--- src/rtl/decode_queue.sv ---
// RV32I decode queue: buffers fetched {pc, instruction} words in a circular FIFO
// and presents the head entry fully decoded to the issue stage.
module decode_queue #(
    parameter int QUEUE_DEPTH = 4,
    parameter int PTR_W       = 2,
    parameter int PC_WIDTH    = 32
) (
    input  logic                clk_in,
    input  logic                rst_n_in,
    input  logic                rdy_in,
    input  logic                flush_in,
    input  logic                in_valid,
    output logic                in_ready,
    input  logic [31:0]         in_ins,
    input  logic [PC_WIDTH-1:0] in_pc,
    output logic                out_valid,
    input  logic                out_ready,
    output logic [PC_WIDTH-1:0] out_pc,
    output logic [5:0]          out_opcode,
    output logic [4:0]          out_rs1,
    output logic [4:0]          out_rs2,
    output logic [4:0]          out_rd,
    output logic [31:0]         out_imm,
    output logic                out_use_rs1,
    output logic                out_use_rs2,
    output logic                out_illegal,
    output logic [PTR_W:0]      out_count
);

    localparam logic [5:0] OP_NONE  = 6'd0;
    localparam logic [5:0] OP_LUI   = 6'd1;
    localparam logic [5:0] OP_AUIPC = 6'd2;
    localparam logic [5:0] OP_JAL   = 6'd3;
    localparam logic [5:0] OP_JALR  = 6'd4;
    localparam logic [5:0] OP_BEQ   = 6'd5;
    localparam logic [5:0] OP_BNE   = 6'd6;
    localparam logic [5:0] OP_BLT   = 6'd7;
    localparam logic [5:0] OP_BGE   = 6'd8;
    localparam logic [5:0] OP_BLTU  = 6'd9;
    localparam logic [5:0] OP_BGEU  = 6'd10;
    localparam logic [5:0] OP_LB    = 6'd11;
    localparam logic [5:0] OP_LH    = 6'd12;
    localparam logic [5:0] OP_LW    = 6'd13;
    localparam logic [5:0] OP_LBU   = 6'd14;
    localparam logic [5:0] OP_LHU   = 6'd15;
    localparam logic [5:0] OP_SB    = 6'd16;
    localparam logic [5:0] OP_SH    = 6'd17;
    localparam logic [5:0] OP_SW    = 6'd18;
    localparam logic [5:0] OP_ADDI  = 6'd19;
    localparam logic [5:0] OP_SLTI  = 6'd20;
    localparam logic [5:0] OP_SLTIU = 6'd21;
    localparam logic [5:0] OP_XORI  = 6'd22;
    localparam logic [5:0] OP_ORI   = 6'd23;
    localparam logic [5:0] OP_ANDI  = 6'd24;
    localparam logic [5:0] OP_SLLI  = 6'd25;
    localparam logic [5:0] OP_SRLI  = 6'd26;
    localparam logic [5:0] OP_SRAI  = 6'd27;
    localparam logic [5:0] OP_ADD   = 6'd28;
    localparam logic [5:0] OP_SUB   = 6'd29;
    localparam logic [5:0] OP_SLL   = 6'd30;
    localparam logic [5:0] OP_SLT   = 6'd31;
    localparam logic [5:0] OP_SLTU  = 6'd32;
    localparam logic [5:0] OP_XOR   = 6'd33;
    localparam logic [5:0] OP_SRL   = 6'd34;
    localparam logic [5:0] OP_SRA   = 6'd35;
    localparam logic [5:0] OP_OR    = 6'd36;
    localparam logic [5:0] OP_AND   = 6'd37;

    localparam logic [6:0] OPC_LUI    = 7'b0110111;
    localparam logic [6:0] OPC_AUIPC  = 7'b0010111;
    localparam logic [6:0] OPC_JAL    = 7'b1101111;
    localparam logic [6:0] OPC_JALR   = 7'b1100111;
    localparam logic [6:0] OPC_BRANCH = 7'b1100011;
    localparam logic [6:0] OPC_LOAD   = 7'b0000011;
    localparam logic [6:0] OPC_STORE  = 7'b0100011;
    localparam logic [6:0] OPC_OPIMM  = 7'b0010011;
    localparam logic [6:0] OPC_OP     = 7'b0110011;

    localparam logic [6:0] F7_ZERO = 7'b0000000;
    localparam logic [6:0] F7_ALT  = 7'b0100000;

    localparam logic [PTR_W:0] DEPTH_C = (PTR_W+1)'(QUEUE_DEPTH);
    localparam logic [PTR_W:0] PTR_ONE = (PTR_W+1)'(1);

    logic [31:0]         ins_mem [QUEUE_DEPTH];
    logic [PC_WIDTH-1:0] pc_mem  [QUEUE_DEPTH];
    logic [PTR_W:0]      wptr;
    logic [PTR_W:0]      rptr;
    logic [PTR_W:0]      count;
    logic                push;
    logic                pop;

    // Handshake: a word transfers on a rising edge where valid & ready are both
    // high; valid never waits on ready, and in_ready ignores out_ready (no bypass).
    assign count     = wptr - rptr;
    assign in_ready  = rst_n_in & rdy_in & (count < DEPTH_C);
    assign out_valid = rst_n_in & rdy_in & (count != '0);
    assign push      = in_valid & in_ready;
    assign pop       = out_valid & out_ready;

    always_ff @(posedge clk_in) begin
        if (!rst_n_in) begin
            wptr <= '0;
            rptr <= '0;
        end else if (rdy_in) begin
            if (flush_in) begin
                wptr <= '0;
                rptr <= '0;
            end else begin
                if (push) wptr <= wptr + PTR_ONE;
                if (pop)  rptr <= rptr + PTR_ONE;
            end
        end
    end

    // Storage carries no reset; only the pointers define which entries are live.
    always_ff @(posedge clk_in) begin
        if (push && !flush_in) begin
            ins_mem[wptr[PTR_W-1:0]] <= in_ins;
            pc_mem[wptr[PTR_W-1:0]]  <= in_pc;
        end
    end

    logic [31:0]         h_ins;
    logic [PC_WIDTH-1:0] h_pc;
    logic [2:0]          f3;
    logic [6:0]          f7;
    logic [5:0]          d_op;
    logic [31:0]         d_imm;
    logic                use_rd;
    logic                use_r1;
    logic                use_r2;

    assign h_ins = ins_mem[rptr[PTR_W-1:0]];
    assign h_pc  = pc_mem[rptr[PTR_W-1:0]];
    assign f3    = h_ins[14:12];
    assign f7    = h_ins[31:25];

    always_comb begin
        d_op   = OP_NONE;
        d_imm  = '0;
        use_rd = 1'b0;
        use_r1 = 1'b0;
        use_r2 = 1'b0;
        case (h_ins[6:0])
            OPC_LUI, OPC_AUIPC: begin
                d_op   = (h_ins[6:0] == OPC_LUI) ? OP_LUI : OP_AUIPC;
                d_imm  = {h_ins[31:12], 12'b0};
                use_rd = 1'b1;
            end
            OPC_JAL: begin
                d_op   = OP_JAL;
                d_imm  = {{11{h_ins[31]}}, h_ins[31], h_ins[19:12], h_ins[20], h_ins[30:21], 1'b0};
                use_rd = 1'b1;
            end
            OPC_JALR: begin
                if (f3 == 3'b000) d_op = OP_JALR;
                d_imm  = {{20{h_ins[31]}}, h_ins[31:20]};
                use_rd = 1'b1;
                use_r1 = 1'b1;
            end
            OPC_BRANCH: begin
                case (f3)
                    3'b000:  d_op = OP_BEQ;
                    3'b001:  d_op = OP_BNE;
                    3'b100:  d_op = OP_BLT;
                    3'b101:  d_op = OP_BGE;
                    3'b110:  d_op = OP_BLTU;
                    3'b111:  d_op = OP_BGEU;
                    default: d_op = OP_NONE;
                endcase
                d_imm  = {{19{h_ins[31]}}, h_ins[31], h_ins[7], h_ins[30:25], h_ins[11:8], 1'b0};
                use_r1 = 1'b1;
                use_r2 = 1'b1;
            end
            OPC_LOAD: begin
                case (f3)
                    3'b000:  d_op = OP_LB;
                    3'b001:  d_op = OP_LH;
                    3'b010:  d_op = OP_LW;
                    3'b100:  d_op = OP_LBU;
                    3'b101:  d_op = OP_LHU;
                    default: d_op = OP_NONE;
                endcase
                d_imm  = {{20{h_ins[31]}}, h_ins[31:20]};
                use_rd = 1'b1;
                use_r1 = 1'b1;
            end
            OPC_STORE: begin
                case (f3)
                    3'b000:  d_op = OP_SB;
                    3'b001:  d_op = OP_SH;
                    3'b010:  d_op = OP_SW;
                    default: d_op = OP_NONE;
                endcase
                d_imm  = {{20{h_ins[31]}}, h_ins[31:25], h_ins[11:7]};
                use_r1 = 1'b1;
                use_r2 = 1'b1;
            end
            OPC_OPIMM: begin
                d_imm  = {{20{h_ins[31]}}, h_ins[31:20]};
                use_rd = 1'b1;
                use_r1 = 1'b1;
                case (f3)
                    3'b000: d_op = OP_ADDI;
                    3'b010: d_op = OP_SLTI;
                    3'b011: d_op = OP_SLTIU;
                    3'b100: d_op = OP_XORI;
                    3'b110: d_op = OP_ORI;
                    3'b111: d_op = OP_ANDI;
                    3'b001: begin
                        d_op  = (f7 == F7_ZERO) ? OP_SLLI : OP_NONE;
                        d_imm = {27'b0, h_ins[24:20]};
                    end
                    default: begin
                        if (f7 == F7_ZERO)     d_op = OP_SRLI;
                        else if (f7 == F7_ALT) d_op = OP_SRAI;
                        d_imm = {27'b0, h_ins[24:20]};
                    end
                endcase
            end
            OPC_OP: begin
                use_rd = 1'b1;
                use_r1 = 1'b1;
                use_r2 = 1'b1;
                if (f7 == F7_ZERO) begin
                    case (f3)
                        3'b000:  d_op = OP_ADD;
                        3'b001:  d_op = OP_SLL;
                        3'b010:  d_op = OP_SLT;
                        3'b011:  d_op = OP_SLTU;
                        3'b100:  d_op = OP_XOR;
                        3'b101:  d_op = OP_SRL;
                        3'b110:  d_op = OP_OR;
                        default: d_op = OP_AND;
                    endcase
                end else if (f7 == F7_ALT && f3 == 3'b000) begin
                    d_op = OP_SUB;
                end else if (f7 == F7_ALT && f3 == 3'b101) begin
                    d_op = OP_SRA;
                end
            end
            default: d_op = OP_NONE;
        endcase
        // An illegal word presents nothing but its pc and the illegal flag.
        if (d_op == OP_NONE) begin
            d_imm  = '0;
            use_rd = 1'b0;
            use_r1 = 1'b0;
            use_r2 = 1'b0;
        end
    end

    assign out_pc      = rst_n_in ? h_pc : '0;
    assign out_opcode  = rst_n_in ? d_op : OP_NONE;
    assign out_imm     = rst_n_in ? d_imm : '0;
    assign out_rd      = (rst_n_in && use_rd) ? h_ins[11:7] : 5'd0;
    assign out_rs1     = (rst_n_in && use_r1) ? h_ins[19:15] : 5'd0;
    assign out_rs2     = (rst_n_in && use_r2) ? h_ins[24:20] : 5'd0;
    assign out_use_rs1 = rst_n_in & use_r1;
    assign out_use_rs2 = rst_n_in & use_r2;
    assign out_illegal = rst_n_in & (d_op == OP_NONE);
    assign out_count   = rst_n_in ? count : '0;

endmodule

--- config.mk ---
export PLATFORM = sky130hd
export DESIGN_NAME = decode_queue
export DESIGN_NICKNAME = d
export VERILOG_FILES = /design/src/rtl/decode_queue.sv
export SDC_FILE = /design/constraint.sdc
export NUM_CORES = 1
export LEC_CHECK = 0
export ABC_AREA = 1
export BUFFER_PORTS_ARGS = -buffer_cell sky130_fd_sc_hd__buf_2
export CELL_PAD_IN_SITES_DETAIL_PLACEMENT = 0
export CELL_PAD_IN_SITES_GLOBAL_PLACEMENT = 1
export CORE_MARGIN = 4
export CORE_UTILIZATION = 39
export DETAILED_ROUTE_END_ITERATION = 8
export PLACE_DENSITY_LB_ADDON = 0.1
export SYNTH_ARGS = -nofsm -noshare
export SYNTH_HDL_FRONTEND = slang
export SYNTH_SLANG_ARGS = --single-unit
export TNS_END_PERCENT = 5
--- constraint.sdc ---
create_clock -name clk_in -period 6.7 [get_ports clk_in]
set_clock_uncertainty 0.15 [all_clocks]
set_input_delay 1.34 -clock clk_in [delete_from_list [all_inputs] [get_ports clk_in]]
set_output_delay 1.34 -clock clk_in [all_outputs]
set_load 0.005 [all_outputs]
### Yosys cells after proc, flatten, opt, wreduce, memory -nomap -nowiden

Memories as Yosys holds them, arrays and structs flattened. A register that Yosys moved wholly into a read port is not among the register bits.
Index checks and enable logic that the tools add are counted.

* bits in writable memories: 256
* output and inout bits: 93
* bits in read-only memories: 0
* memories kept: 2
* bits in latches: 0
* logic and storage cells: 94
* register bits after elaboration: 6

Memories
* ins_mem: words 4, bits a word 32, rd ports 1, clocked after memory_dff 1, wr ports 1, RTL line 85 `logic [31:0] ins_mem [QUEUE_DEPTH];`
* pc_mem: words 4, bits a word 32, rd ports 1, clocked after memory_dff 1, wr ports 1, RTL line 86 `logic [PC_WIDTH-1:0] pc_mem [QUEUE_DEPTH];`

* add/sub/neg operators: 3
* equal/unequal tests: 17
* multiplexer cells: 40
* $mul: 0
* divide/modulo/power cells: 0
* magnitude comparators: 1
* bitwise logic cells: 8
* reductions and logical operators: 21
* shifts and indexed selects: 0

Operators by type and width (count)
* $pmux W32 S6: 1
* $mux W32: 4
* $pmux W6 S8: 1
* $pmux W6 S7: 1
* $pmux W5 S7: 1
* $mux W5: 6
* $eq A7 B6 Y1 const B: 4
* $mux W6: 4
* $pmux W4 S6: 1
* $eq A7 B7 Y1 const B: 3
* $pmux W4 S5: 1
* $mux W3: 6
* $pmux W5 S3: 1
* $eq A7 B5 Y1 const B: 2
* $eq A3 B3 Y1 const B: 4
* $reduce_or A6 Y1: 2
* $mux W2: 5
* $and A1 B1 Y1: 8
* $mux W1: 8
* $eq A7 B2 Y1 const B: 1
* $logic_not A7 Y1: 1
* $reduce_or A7 Y1: 1
* $add A3 B1 Y3 const B: 2
* $eq A3 B2 Y1 const B: 2
* other kinds (12): 20

### Depth between registers and ports, before layout

Gate-level depths: netlist of the first run.

* depth in word-level cells: 10
* gate-level depth with buffers: 20
* depth with buffers taken out: 17

### Least setup slack after synthesis of the first run

No wires, ideal clock.

* path type: input-to-reg
* start point: input rst_n_in
* end point: memory ins_mem[0][0] (enable)
* setup slack: 1.253 ns
* required time: 6.064 ns
* setup time: 0.486 ns
* stages: 6
* arrival: 4.811 ns
* cell sequence: clkbuf_1 and3_1 nand2_1 nor2_1 inv_1 nor2_1

* word-level cells in the longest chain between the ends: 6

Ends and longest elaborated chain
* start, declared: RTL line 9 `input logic rst_n_in,`
* $and A1 B1 Y1 (2 in series): RTL line 96 `assign in_ready = rst_n_in & rdy_in & (count < DEPTH_C);`
* net in_ready: RTL line 13 `output logic in_ready,`
* $and A1 B1 Y1: RTL line 98 `assign push = in_valid & in_ready;`
* $logic_and A1 B1 Y1: RTL line 118 `if (push && !flush_in) begin`
* $mux W1: RTL line 118
* $mux W1 (implied by the code): RTL line 119 `ins_mem[wptr[PTR_W-1:0]] <= in_ins;`
* end, declared: RTL line 85

The timed path passes the listed nets, and every way through them passes these cells.

==> results of run 1 <==
worst max-delay path: cells and delay by family (launching register included):
| family | cells | cell delay [ns] |
|---|---|---|
| AND/OR/NAND/NOR | 14 | 2.02 |
| buffers and inverters | 4 | 1.27 |
| flip-flops | 1 | 0.44 |
power by group:
group | leakage, µW | internal [µW] | total, µW | switching [µW]
Clock | 0.000425 | 819 | 1420 | 600
Combinational | 0.00252 | 72.3 | 232 | 160
Sequential | 0.00237 | 1820 | 1830 | 5.78
state kept, by name, indices dropped and copies added, names as in the netlist, named ones only:
signal and cells:
ins_mem 128, wptr 3, pc_mem 128, rptr 3
cells in the final DEF (no fill, tap or decap), drive strengths merged, types with 2 or more instances in the layout:
cell    netlist  layout
a21oi        76      76
clkinv        2      12
o21ai        71      71
a32oi         5       5
xor2          2       2
clkbuf       26      38
nor2        240     240
ha            6       6
edfxtp      256     256
nand2       220     220
dfxtp         8       8
or2           5       5
nand3        70      70
buf          28     176
nor3          7       7
inv          52      52
and3          2       2
nand3b        2       2
a32o         10      10
path summary, 6_finish.rpt:
path	from	endpoint	slack, ns	cells after the start
setup / recovery	flop	out_imm[10]	0.88	18
hold / removal	wptr[2]	wptr[2]	0.34	1
setup reg to reg	wptr[0]	pc_mem[3][9]	2.77	12
hold reg to reg	wptr[2]	wptr[2]	0.34	1
through the flow:
stage | hold WS, ns | util | instance area [µm²]
floorplan | 0.2996 | - | 11600
global placement | 0.3304 | 0.4398 | 12760
detailed placement | 0.3302 | 0.4398 | 12760
CTS | 0.3421 | 0.4693 | 13610
global route | 0.3841 | 0.4693 | 13620
finish | 0.3370 | 0.4693 | 13620
cells by family after synthesis:
kind of cell / count (synthesis) / share of synthesized area
XOR/XNOR: 2 / 0.001511
adder cells (fa/ha/maj): 7 / 0.008199
AND/OR/NAND/NOR: 547 / 0.1929
buffers and inverters: 108 / 0.04089
flip-flops: 264 / 0.6767
AO/OA/AOI/OAI: 168 / 0.07984
routing by layer:
layer | wire length, µm | track usage | part of all wire | vias to the layer above
met5 | 70 | 0 | 0.0024 | -
met4 | 582 | 0.04083 | 0.020 | 10
met3 | 1589 | 0.03351 | 0.054 | 47
met2 | 14020 | 0.3015 | 0.48 | 215
met1 | 12900 | 0.2309 | 0.44 | 3835
li1 | - | - | - | 4073
final cells by class:
type | instances | share of cell area
timing repair buffer | 176 | 0.06726
multi-input combinational | 724 | 0.2428
sequential | 264 | 0.5767
antenna | 1 | 0.0001838
clock inverter | 10 | 0.004870
clock buffer | 38 | 0.05789
inverter | 54 | 0.01507
tap | 384 | 0.03528
==> results.tsv, run 1 <==
metric	value	unit
die width	180.4	µm
max-cap viol count	0	
post-synthesis cell type count	38	
routed via count	8180	
Worst Setup Start Kind	flop	
Final WS setup	0.8814	ns
dpl hpwl	18430	µm
Hold Path Class	reg -> reg	
Final Hold Violating Endpoints	0	
CTS Buffer Depth	3	
initial antenna violation count	7	
Syn. warnings	0	
fin. max-slew vios	0	
Reg clk slew, reported paths	0.06	ns
setup bufs post-CTS	0	
cell mode on critical path	nand2_1	
hold buffers post-CTS	0	
register area share after synthesis	0.6767	
TritonCTS sink count	264	
Iteration-0 DRC Markers	537	
Pwr Total	3478	µW
proportion of layout cells with a drive suffix above 1	0.2006	
period utilization	0.8684	
dominant synthesized flop cell	edfxtp_1	
First-pass DRT Iterations	5	
post-detailed-route count of antenna-violating nets	0	
Post-synth EDFFs	256	
Initial Utilization	0.3997	
Critical Path Slowest Stage Cell	buf_4	
GRT Residual Overflow	0	
Post-Place Worst Slack	1.388	ns
Placed Cells	1602	
number of CTS-inserted buffers	28	
Buffers on Ports	162	
nets@finish	1325	
crit path time final	5.819	ns
count leader, synth	edfxtp_1	
Synth area leaders	edfxtp_1, nor2_1, nand2_1	
worst slew pin tran	1.179	ns
Total GRT Usage	0.1751	
H-tree depth	1	
Cells after Synth	1096	
Sequential cell area	7853	µm²
Fmax	0.1719	GHz
Row Count	62	
Clk Tree Root Cell	clkbuf_16	
CTS tree	yes	
mapped cell area	11600	µm²
Synth top area share	0.6629	
status	complete, no violations	
Fillers	2711	
multi-input logic area	3306	µm²
crit end category	output port	
chip height	180.4	µm
Post-Syn Area per Cell	10.58	µm²
Ports	163	
Layout Area Growth over Synthesis	17.41	%
worst-path fanout max	106	
VDD IR max	0.2149	mV
setup violators final	0	
RSZ-0062 raised after global routing	no	
post-cts resize count	0	
path type of the worst setup path	reg -> out	
Avg WL per Cell	17.66	µm
critical-path cell list	clkinv_2 > buf_4 > nand2_1 > nand3_1 > nand2_1 > nand3_1 > nand3_1 > nand2_1 > nand2_1 > inv_1 > nand2_1 > nor2_1 > nand2_1 > nor2_2 > nand2_2 > nand2_2 > nor2_1 > buf_2	
core area	29010	µm²
Final TNS setup	0	ns
Slew HR	0.2141	
Via density	4.955	
required time worst endpoint	5.21	ns
non-filler cells in the finished layout	1651	
RePlAce Congestion	0.8937	
Seq cells post-synth	264	
arrival time worst endpoint	4.33	ns
CP peak stage delay	0.80	ns
Synth Net Count	1173	
die area	32560	µm²
largest net degree at the start of global routing	107	
first-pass GRT wire length	45330	µm
Routed Wire Length	29160	µm
Synth area leader	edfxtp_1	
number of global-route vias before repair	8150	
pwr dens	255.4	nW/µm²
leakage	0.005316	µW
Synth top cells by count	edfxtp_1, nor2_1, nand2_1	
DRC errors left	0	
latest clock arrival within the worst-skew pair	0.54	ns
Post-synth ARST share	0	
Power figures use the tool's default switching activity.
==> inputs of run 2 (changes only) <==
--- a/config.mk
+++ b/config.mk
@@ -7,7 +7,7 @@
 export LEC_CHECK = 0
 export ABC_AREA = 1
 export BUFFER_PORTS_ARGS = -buffer_cell sky130_fd_sc_hd__buf_2
-export CELL_PAD_IN_SITES_DETAIL_PLACEMENT = 0
+export CELL_PAD_IN_SITES_DETAIL_PLACEMENT = 1
 export CELL_PAD_IN_SITES_GLOBAL_PLACEMENT = 1
 export CORE_MARGIN = 4
 export CORE_UTILIZATION = 39
==> run 2 against run 1 <==
Against the previous run:
- register-to-register slack got worse by 0.05 ns
- critical path depth unchanged
- via count is 2.1% higher
- critical path type unchanged
==> results.tsv, run 2 (synthesized netlist as in run 1, its figures left out) <==
metric	value	unit
Initial Utilization	0.3997	
required time worst endpoint	5.21	ns
max layer used	met5	
R2R cell count	12	
Final Hold Slack	0.3452	ns
First-pass DRT Iterations	5	
met3 WL	1550	µm
hold path depth	1	
crit end category	output port	
RePlAce Congestion	0.8937	
initial antenna violation count	6	
worst-path fanout max	106	
Buffers on Ports	162	
nets@finish	1325	
crit path time final	5.842	ns
arrival time worst endpoint	4.35	ns
max-cap viol count	0	
Via density	5.049	
Routed Wire Length	30920	µm
Ports	163	
Pwr Total	3504	µW
VDD IR max	0.1971	mV
RSZ-0062 raised after global routing	no	
post-cts resize count	0	
Final Hold Violating Endpoints	0	
Final TNS setup	0	ns
dpl hpwl	19940	µm
Worst Setup Start Kind	flop	
Worst Path Buf+Inv	4	
period utilization	0.8720	
Iteration-0 DRC Markers	511	
proportion of layout cells with a drive suffix above 1	0.1964	
cell mode on critical path	nand2_1	
CTS tree	yes	
design area	13620	µm²
H-tree depth	1	
routed via count	8351	
wire length on met1	13540	µm
commonest non-fill, non-tap cells in the layout	edfxtp_1, nor2_1, nand2_1, buf_2, a21oi_1	
number of CTS-inserted buffers	28	
post-detailed-route count of antenna-violating nets	0	
worst slew pin tran	1.191	ns
Fmax	0.1712	GHz
die area	32560	µm²
Post-Place Worst Slack	1.366	ns
GRT Residual Overflow	0	
Sequential cell area	7853	µm²
met2 WL	15260	µm
pwr dens	257.2	nW/µm²
Reg clk slew, reported paths	0.06	ns
chip height	180.4	µm
largest net degree at the start of global routing	107	
core area	29010	µm²
setup violators final	0	
DRC errors left	0	
Slew HR	0.2059	
Row Count	62	
Layout Area Growth over Synthesis	17.48	%
fin. max-slew vios	0	
number of global-route vias before repair	8757	
Clk Tree Root Cell	clkbuf_16	
latest clock arrival within the worst-skew pair	0.53	ns
CP Depth	18	
setup bufs post-CTS	0	
hold buffers post-CTS	0	
Final WS setup	0.8578	ns
commonest non-fill, non-tap cell in the layout	edfxtp_1	
multi-input logic area	3306	µm²
Area after DPL	12760	µm²
die width	180.4	µm
Fillers	3255	
TritonCTS sink count	264	
Total GRT Usage	0.1864	
cell family with most CP delay	simple AND/OR/NAND/NOR gates	
CP peak stage delay	0.85	ns
CTS Buffer Depth	3	
first-pass GRT wire length	48440	µm
critical-path cell list	clkinv_2 > buf_4 > nand2_1 > nand3_1 > nand2_1 > nand3_1 > nand3_1 > nand2_1 > nand2_1 > inv_1 > nand2_1 > nor2_1 > nand2_1 > nor2_2 > nand2_2 > nand2_2 > nor2_1 > buf_2	
Avg WL per Cell	18.69	µm
Hold Path Class	reg -> reg	
leakage	0.005302	µW
path type of the worst setup path	reg -> out	
Critical Path Slowest Stage Cell	buf_4	
status	complete, no violations	
-- run 2: area by class of cell --
cell class / count / area share
multi-input combinational: 724 / 0.2426
sequential: 264 / 0.5764
clock inverter: 14 / 0.009459
clock buffer: 36 / 0.05363
tap: 384 / 0.03527
timing repair buffer: 176 / 0.06722
antenna: 2 / 0.0003673
inverter: 54 / 0.01506
-- run 2: power by group --
part	internal (µW)	switching, µW	total [µW]
logic	72.3	164	236
registers	1820	5.93	1830
clock network	844	598	1440
-- run 2: worst paths after layout --
check	from	slack, ns	endpoint
setup / recovery	flop	0.86	out_imm[0]
hold reg to reg	wptr[2]	0.35	wptr[2]
setup reg to reg	wptr[0]	2.72	pc_mem[3][4]
hold / removal	wptr[2]	0.35	wptr[2]
-- run 2: per-stage QoR --
step,std cells,utilization
detailed placement,1602,0.4398
finish,1654,0.4696
global route,1653,0.4695
global placement,1602,0.4398
CTS,1652,0.4694
floorplan,1096,-
-- run 2: routing by layer --
| layer | global-route usage | vias to the layer above |
|---|---|---|
| met5 | 0 | - |
| li1 | - | 4073 |
| met2 | 0.3255 | 176 |
| met4 | 0.03932 | 10 |
| met1 | 0.2445 | 4042 |
| met3 | 0.03472 | 50 |
